### config.mk
export PLATFORM = sky130hd
export DESIGN_NAME = ext_irq_ctrl
export DESIGN_NICKNAME = d
export VERILOG_FILES = /design/src/rtl/ext_irq_ctrl.sv
export SDC_FILE = /design/constraint.sdc
export NUM_CORES = 1
export LEC_CHECK = 0
export CAP_MARGIN = 20
export CORE_AREA = 3 3 105 82
export DETAILED_ROUTE_END_ITERATION = 8
export DIE_AREA = 0 0 108 85
export GPL_TIMING_DRIVEN = 0
export PLACE_DENSITY_LB_ADDON = 0.05
export SYNTH_ARGS = -nofsm -noshare
export SYNTH_HDL_FRONTEND = slang
export SYNTH_SLANG_ARGS = --single-unit
### constraint.sdc
create_clock -name clk -period 2 [get_ports clk]
set_clock_uncertainty 0.05 [all_clocks]
set_input_delay 0.4 -clock clk [delete_from_list [all_inputs] [get_ports clk]]
set_output_delay 0.4 -clock clk [all_outputs]
set_load 0.01 [all_outputs]
### src/rtl/ext_irq_ctrl.sv
// External interrupt controller: synchronizes NUM_SRC raw sources, latches
// edge or level pending state, and arbitrates by fixed priority (lowest index
// wins). Software claims the winner through a CLAIM read and completes it by
// writing the ID back to CLAIM.
module ext_irq_ctrl #(
  parameter int NUM_SRC = 8
) (
  input  logic               clk,
  input  logic               rst_n,
  input  logic [NUM_SRC-1:0] src_i,
  input  logic [1:0]         reg_addr_i,
  input  logic               reg_we_i,
  input  logic               reg_re_i,
  input  logic [31:0]        reg_wdata_i,
  output logic [31:0]        reg_rdata_o,
  output logic               irq_ext_o
);

  localparam logic [1:0] ADDR_ENABLE  = 2'd0;
  localparam logic [1:0] ADDR_TRIGGER = 2'd1;
  localparam logic [1:0] ADDR_PENDING = 2'd2;
  localparam logic [1:0] ADDR_CLAIM   = 2'd3;
  localparam int         PAD          = 32 - NUM_SRC;

  logic [NUM_SRC-1:0] s1_q, s2_q, s3_q;
  logic [NUM_SRC-1:0] en_q, en_d, trig_q, trig_d;
  logic [NUM_SRC-1:0] pend_q, pend_d, isv_q, isv_d;
  logic [NUM_SRC-1:0] elig, claim_oh, claim_set, cmpl_oh, edge_v;
  logic [1:0]         warm_q, warm_d;
  logic [4:0]         claim_id;
  logic [31:0]        rdata_q, rdata_d;
  logic               irq_q;
  logic               rd_claim, wr_claim;

  assign rd_claim = reg_re_i && (reg_addr_i == ADDR_CLAIM);
  assign wr_claim = reg_we_i && (reg_addr_i == ADDR_CLAIM);
  assign elig     = pend_q & en_q & ~isv_q;

  // The edge detector sees stale zeros in s3 for the first cycles after
  // reset; edges are only trusted once the three-flop chain has filled, so a
  // source already high at reset release never latches an edge.
  always_comb begin
    warm_d = (warm_q == 2'd3) ? warm_q : warm_q + 2'd1;
    edge_v = (warm_q == 2'd3) ? (s2_q & ~s3_q) : '0;
  end

  // Fixed-priority pick: scan downward so the lowest eligible index wins.
  always_comb begin
    claim_id = '0;
    claim_oh = '0;
    for (int i = NUM_SRC - 1; i >= 0; i--) begin
      if (elig[i]) begin
        claim_id    = 5'(i + 1);
        claim_oh    = '0;
        claim_oh[i] = 1'b1;
      end
    end
  end

  // Next state for in-service and pending. A claim and a complete never
  // touch the same bit (one needs isv=0, the other isv=1), so both may apply.
  // A fresh edge beats a claim clear on the same bit.
  always_comb begin
    claim_set = rd_claim ? claim_oh : '0;
    cmpl_oh   = '0;
    for (int i = 0; i < NUM_SRC; i++)
      cmpl_oh[i] = wr_claim && (reg_wdata_i == 32'(i + 1)) && isv_q[i];
    isv_d  = (isv_q | claim_set) & ~cmpl_oh;
    pend_d = (trig_q & ((pend_q & ~claim_set) | edge_v))
           | (~trig_q & s2_q & ~isv_d);
  end

  // Register writes; PENDING is read-only and upper bits are dropped.
  always_comb begin
    en_d   = en_q;
    trig_d = trig_q;
    if (reg_we_i && reg_addr_i == ADDR_ENABLE)  en_d   = reg_wdata_i[NUM_SRC-1:0];
    if (reg_we_i && reg_addr_i == ADDR_TRIGGER) trig_d = reg_wdata_i[NUM_SRC-1:0];
  end

  // Read mux samples pre-write state; data holds until the next read.
  always_comb begin
    rdata_d = rdata_q;
    if (reg_re_i) begin
      case (reg_addr_i)
        ADDR_ENABLE:  rdata_d = {{PAD{1'b0}}, en_q};
        ADDR_TRIGGER: rdata_d = {{PAD{1'b0}}, trig_q};
        ADDR_PENDING: rdata_d = {{PAD{1'b0}}, pend_q};
        default:      rdata_d = {27'd0, claim_id};
      endcase
    end
  end

  // Synchronizer chain plus a third flop for edge detection.
  always_ff @(posedge clk or negedge rst_n) begin
    if (!rst_n) begin
      s1_q   <= '0;
      s2_q   <= '0;
      s3_q   <= '0;
      warm_q <= '0;
    end else begin
      s1_q   <= src_i;
      s2_q   <= s1_q;
      s3_q   <= s2_q;
      warm_q <= warm_d;
    end
  end

  // Control/status registers, read data and the interrupt output.
  always_ff @(posedge clk or negedge rst_n) begin
    if (!rst_n) begin
      en_q    <= '0;
      trig_q  <= '0;
      pend_q  <= '0;
      isv_q   <= '0;
      rdata_q <= '0;
      irq_q   <= 1'b0;
    end else begin
      en_q    <= en_d;
      trig_q  <= trig_d;
      pend_q  <= pend_d;
      isv_q   <= isv_d;
      rdata_q <= rdata_d;
      irq_q   <= |elig;
    end
  end

  assign reg_rdata_o = rdata_q;
  assign irq_ext_o   = irq_q;

endmodule

==> results.json, run 1 <==
{
  "wl_met2_mm": 3.22,
  "cp_num_cells": 6,
  "clk_path_buf_depth": 2,
  "cp.required_ps": 2210,
  "met3_wirelength_um": 723,
  "dp_hpwl_mm": 5.51,
  "finalSetupViolations": 0,
  "ys_types": 46,
  "r2r_start": "en_q[2]$_DFFE_PN0P_",
  "powerDensity_mw_per_mm2": 927,
  "grt_pass1_vias": 2343,
  "outcome": "finished clean",
  "reg2regPathDepth": 5,
  "slew_headroom_pct": 43.1,
  "die_width_um": 108,
  "gp_congestion": 0.796,
  "cts_root_buffer": "clkbuf_8",
  "syn_avg_cell_area_um2": 11.0,
  "drc": 0,
  "first_iter_violations": 89,
  "fin_nets": 418,
  "die_height_um": 85,
  "clk_pin_slew_ps": 60,
  "yosys.area_share.xor_xnor_pct": 0.281,
  "cts_tree": "yes",
  "rsz0062_at_grt": "true",
  "drv_slew": 0,
  "detail_route.wirelength_mm": 7.66,
  "cts.sink_count": 67,
  "worstPathCellList": "clkdlybuf4s50_1 > nor4_4 > nand4_4 > o41ai_1 > nand2_1 > o22ai_1",
  "yosys.area_share.simple_pct": 19.4,
  "synth_compound_area_share_pct": 10.0,
  "critPathMaxStageDelay_ps": 440,
  "yosysWarningCount": 0,
  "antenna-diode-count": 0,
  "fmax_mhz": 512,
  "final-hold-violation-count": 0,
  "irDropWorstVdd_uv": 455,
  "core-area_mm2": 0.00774,
  "crit_buf_inv": 1,
  "m1WireLength_mm": 3.64,
  "synthCells": 284,
  "min_path_type": "input port to asynchronous set/reset pin",
  "setup_slack_ps": 46.0,
  "cp_data_arrival_time_ps": 2160,
  "syn_area_mm2": 0.00312,
  "drive_above_1_share_pct": 21.1,
  "fillers": 677,
  "postLayoutCoreUtil_pct": 53.4,
  "cpMaxStageDelayCell": "clkdlybuf4s50_1",
  "insertion_delay_ps": 350,
  "dr.max_layer_used": "met4",
  "rows": 28,
  "grt_pass1_wl_mm": 12.3,
  "cap_violations": 0,
  "setup.worst_path.class": "input port to flop",
  "final-seq-area_mm2": 0.00168,
  "synthTopCellsByArea": "dfrtp_1 (54%), buf_4 (6.3%), mux2_2 (5.4%), nand2_1 (3.7%), mux2i_1 (2.6%)",
  "viasPerCell": 5.02,
  "dr.pass1.iters": 5,
  "io_buffers": 52,
  "endpoint": "pend_q[3]$_DFF_PN0_",
  "wl_per_cell_um": 16.0,
  "end_kind": "flop",
  "fin_crit_sh_pct": 97.7,
  "final_cell_mix": "dfrtp_1 (67), clkdlybuf4s50_1 (50), nand2_1 (31)",
  "period_needed_ps": 1950,
  "synth_top_family_by_area": "simple AND/OR/NAND/NOR gates",
  "multi_input_area_mm2": 0.00136,
  "cpLargestDelayFamily": "simple AND/OR/NAND/NOR gates",
  "startpoint": "reg_wdata_i[8]",
  "r2r_end": "pend_q[3]$_DFF_PN0_",
  "antenna_left": 0,
  "power.leakage_nw": 1.82,
  "ys_seq_area_share_pct": 53.7,
  "cp_max_fo": 6,
  "htree_levels": 3,
  "die-area_mm2": 0.00918,
  "grt-ovfl-total": 0,
  "start_util_pct": 40.3,
  "grt_max_degree": 68,
  "ios": 79,
  "ys_ff_latch": 67,
  "critPathLaunchType": "input port",
  "synth_top_area_cell": "dfrtp_1",
  "synth_top_area_share_pct": 53.7,
  "cts_hold_buffers": 0,
  "grtUsageTotal_pct": 17.8,
  "synth_fa_ha_area_share_pct": 0.401,
  "reg2reg_slack_ps": 220,
  "synthMuxAreaShare_pct": 7.98,
  "area_growth_pct": 32.6,
  "vias": 2411,
  "antenna_found_initial": 0,
  "cts_made_buffers": 9,
  "mostFrequentLayoutCell": "dfrtp_1",
  "dp_slack_ps": -776,
  "tightest_slew_ps": 850
}
## per-layer routing
layer  vias up  GRT usage [%]
li1       1145              -
met1      1154           25.6
met2       105           25.1
met3         7           5.40
met4         0           7.22
met5         -              0
## timing repair
| item | in CTS | in global routing |
|---|---|---|
| pin swaps | 3 | 1 |
| gates resized for setup | 12 | 2 |
| setup buffers | 1 | 0 |
| setup endpoints to repair | 23 | 3 |
## flip-flops by register name, indices dropped and copies added (netlist names), 8 cells and up
| name | count |
|---|---|
| en_q | 8 |
| isv_q | 8 |
| pend_q | 8 |
| reg_rdata_o | 8 |
| s1_q | 8 |
| s2_q | 8 |
| s3_q | 8 |
| trig_q | 8 |
## where the power goes
group,switching (mW),internal [mW],leakage (nW)
Combinational,0.410,0.487,0.937
Clock,0.485,0.636,0.0995
Sequential,0.213,1.61,0.784
Total,1.11,2.73,1.82
## synthesized netlist by cell type, drive strengths merged
cell,number
a32o,4
nor2b,3
o41ai,4
xnor2,1
mux2,15
nor3b,4
a32oi,2
nand2b,3
or4b,1
inv,11
or4,1
o21ai,10
nor3,4
o211ai,4
nand3b,9
nand2,31
nor2,16
a31o,2
nor4,6
a21o,2
o31ai,1
conb,1
dfrtp,67
and3b,4
mux2i,8
a21oi,12
o22ai,2
ha,1
nand4,5
buf,27
nand3,7
clkbuf,3
a21bo,1
a22oi,1
and4b,1
a31oi,1
and3,1
or3,2
and4bb,1
nand4b,3
nor4b,2
## worst min-delay path by stage
stage | start | end | slack, ps | depth (start not counted)
2_1_floorplan | rst_n | en_q[0]$_DFFE_PN0P_ | 50 | 0
3_3_place_gp | s1_q[0]$_DFF_PN0_ | s2_q[0]$_DFF_PN0_ | 280 | 0
3_5_place_dp | s1_q[4]$_DFF_PN0_ | s2_q[4]$_DFF_PN0_ | 280 | 0
4_1_cts | rst_n | s2_q[5]$_DFF_PN0_ | 140 | 1
5_1_grt | rst_n | s1_q[5]$_DFF_PN0_ | 170 | 1
6_report | rst_n | s2_q[5]$_DFF_PN0_ | 100 | 1
## cells by family (layout without fill, tap and decap cells)
group           count (synthesis)  after routing
buf+inv                        41            109
flops                          67             67
mux                            23             23
simple gates                  104            104
other cells                     1             24
compound gates                 46             46
fa+ha+maj                       1              1
xor+xnor                        1              1
## area by class of cell
cell class	instances	share of cell area, %
flip-flops and latches	67	40.5
multi-input cells	199	32.8
repair buffers	53	12.7
plain buffers	30	5.14
clock buffers	13	3.84
well taps	105	3.18
inverters	11	0.998
clock inverters	2	0.847
## worst reg2reg max path: cells and delay by family, from the launching register on
kind | cells | cell delay [ps]
AO/OA/AOI/OAI | 2 | 290
flip-flops | 1 | 410
AND/OR/NAND/NOR | 3 | 900
## per-stage QoR
stage	power [mW]	hold slack, ps	std cells	setup TNS [ps]	area, um2
after floorplan	2.34	54.4	307	0	3210
after global placement	2.69	282	464	-140980	3860
after detailed placement	2.71	285	464	-17340	3860
after CTS	3.86	136	480	0	4120
after global routing	4.09	175	480	-11.3	4140
final	3.84	96.4	480	0	4140
No activity file was read; power rests on OpenSTA's default activity.
==> run 2, diff against run 1 <==
Settings changed: CAP_MARGIN 20 to unset, CORE_AREA 3 3 105 82 to 3 3 97 76, DIE_AREA 0 0 108 85 to 0 0 100 79, GPL_TIMING_DRIVEN 0 to unset.
==> results.json, run 2 (synthesis gave the netlist of run 1 again) <==
{
  "setup_slack_ps": 25.5,
  "reg2regPathDepth": 5,
  "powerDensity_mw_per_mm2": 898,
  "grt_busiest_layer": "met1",
  "pwr-share-seq_pct": 49.0,
  "antenna_left": 0,
  "reg2reg_slack_ps": 220,
  "cpMaxStageDelayCell": "clkdlybuf4s50_1",
  "cp_max_fo": 6,
  "pwr-share-comb_pct": 24.5,
  "dr.pass1.iters": 4,
  "slew_headroom_pct": 60.2,
  "dp_slack_ps": -380,
  "insertion_delay_ps": 340,
  "power.leakage_nw": 1.81,
  "irDropWorstVdd_uv": 500,
  "setup_tns_ps": 0,
  "wl_per_cell_um": 16.6,
  "cpLargestDelayFamily": "simple AND/OR/NAND/NOR gates",
  "cts_tree": "yes",
  "critPathMaxStageDelay_ps": 530,
  "tightest_slew_ps": 597,
  "r2r_start": "pend_q[1]$_DFF_PN0_",
  "hold_ws_ps": 9.87,
  "die_height_um": 79,
  "postLayoutCoreUtil_pct": 65.1,
  "detail_route.wirelength_mm": 7.55,
  "cp_data_arrival_time_ps": 2190,
  "core-area_mm2": 0.00635,
  "vias": 2433,
  "min_path_type": "input port to asynchronous set/reset pin",
  "antenna_found_initial": 0,
  "end_kind": "flop",
  "p_int_mw": 2.58,
  "use_met3_pct": 7.73,
  "cp.required_ps": 2210,
  "first_iter_violations": 137,
  "final_cell_mix": "dfrtp_1 (67), clkdlybuf4s50_1 (52), nand2_1 (31)",
  "use_met1_pct": 29.6,
  "power.switching_mw": 1.13,
  "critPathLaunchType": "input port",
  "pwr-share-clk_pct": 26.5,
  "fin_nets": 417,
  "cts.sink_count": 67,
  "cts_root_buffer": "clkbuf_8",
  "grt_pass1_wl_mm": 12.3,
  "startpoint": "reg_wdata_i[7]",
  "drc": 0,
  "outcome": "finished clean",
  "fmax_mhz": 506,
  "drv_slew": 0,
  "crit_buf_inv": 1,
  "htree_levels": 3,
  "mostFrequentLayoutCell": "dfrtp_1",
  "placed_cell_area_mm2": 0.00388,
  "cts_made_buffers": 9,
  "clk_pin_slew_ps": 70,
  "stdcell_count": 455,
  "finalInstanceArea_mm2": 0.00413,
  "dp_hpwl_mm": 5.50,
  "power.total_mw": 3.71,
  "drive_above_1_share_pct": 21.4,
  "viasPerCell": 5.35,
  "period_needed_ps": 1970,
  "grtUsageTotal_pct": 20.5,
  "rows": 25,
  "grt-ovfl-total": 0,
  "finalSetupViolations": 0,
  "antenna-diode-count": 0,
  "placed_cells": 440,
  "start_util_pct": 49.1,
  "fin_crit_sh_pct": 98.7,
  "ios": 79,
  "switching_share_pct": 30.4,
  "setup.worst_path.class": "input port to flop",
  "area_growth_pct": 32.5,
  "grtUsageMet2_pct": 28.6,
  "die-area_mm2": 0.00790,
  "die_width_um": 100,
  "grt_max_degree": 68,
  "io_buffers": 54,
  "clk_path_buf_depth": 2,
  "final-hold-violation-count": 0,
  "cap_violations": 0,
  "r2r_end": "pend_q[5]$_DFF_PN0_",
  "grt_pass1_vias": 2422,
  "gp_congestion": 0.846,
  "worstPathCellList": "clkdlybuf4s50_1 > nor4_4 > nand4_4 > o41ai_1 > nand2_1 > o21ai_0"
}
run 2: cell types whose count changed in the layout (fill, tap and decap cells not counted), moves of 2 or more:
cell             before  now
clkinv_4              0    2
buf_12                0    3
clkinvlp_4            0    3
clkdlybuf4s50_1      50   52
buf_4                28   25
clkbuf_1              4    0
run 2: cell type report:
cell class	count	area (um2)
clock buffer	10	138
tap	81	101
inverter	11	41.3
clock inverter	5	40.0
sequential	67	1680
timing repair buffer	82	786
fill	520	2220
multi-input combinational	199	1350
run 2: timing repair:
item / in CTS / in global routing
endpoints found under the setup margin: 1 / 13
pin swaps: 0 / 2
gates resized for setup: 1 / 11
buffers inserted: 0 / 0
gates cloned: 0 / 0
hold buffers: 0 / 0
run 2: metal layers:
layer	wire [um]	vias up
met5	0	-
met3	788	8
met2	3140	103
li1	-	1143
met1	3550	1179
met4	69	0
run 2: worst max-delay path by stage:
stage / to / slack [ps] / cells after the start
after floorplan: pend_q[5]$_DFF_PN0_ / 220 / 6
after global placement: isv_q[5]$_DFF_PN0_ / -400 / 7
after detailed placement: isv_q[5]$_DFF_PN0_ / -380 / 6
after CTS: isv_q[4]$_DFF_PN0_ / -1 / 7
after global routing: pend_q[0]$_DFF_PN0_ / -60 / 6
final: pend_q[0]$_DFF_PN0_ / 30 / 6
run 2: power by group through the flow:
| stage | clock, mW | combinational [mW] | sequential (mW) |
|---|---|---|---|
| 6_report | 0.984 | 0.910 | 1.82 |
| 4_1_cts | 1.02 | 0.890 | 1.81 |
| 5_1_grt | 1.09 | 1.01 | 1.86 |
| 3_3_place_gp | 0 | 0.874 | 1.82 |
| 3_5_place_dp | 0 | 0.883 | 1.83 |
| 2_1_floorplan | 0 | 0.545 | 1.79 |
==> run 3, diff against run 2 <==
==> constraint.sdc (replaced) <==
create_clock -name clk -period 2 [get_ports clk]
set_clock_uncertainty 0.05 [all_clocks]
set_input_delay 0.4 -clock clk [delete_from_list [all_inputs] [get_ports clk]]
set_output_delay 0.4 -clock clk [all_outputs]
set_load 0.02 [all_outputs]
==> results of run 3 <==
The final DEF is identical to that of run 2. Status: finished clean.
Main changes from that run: total power 3.71 mW -> 3.76 mW
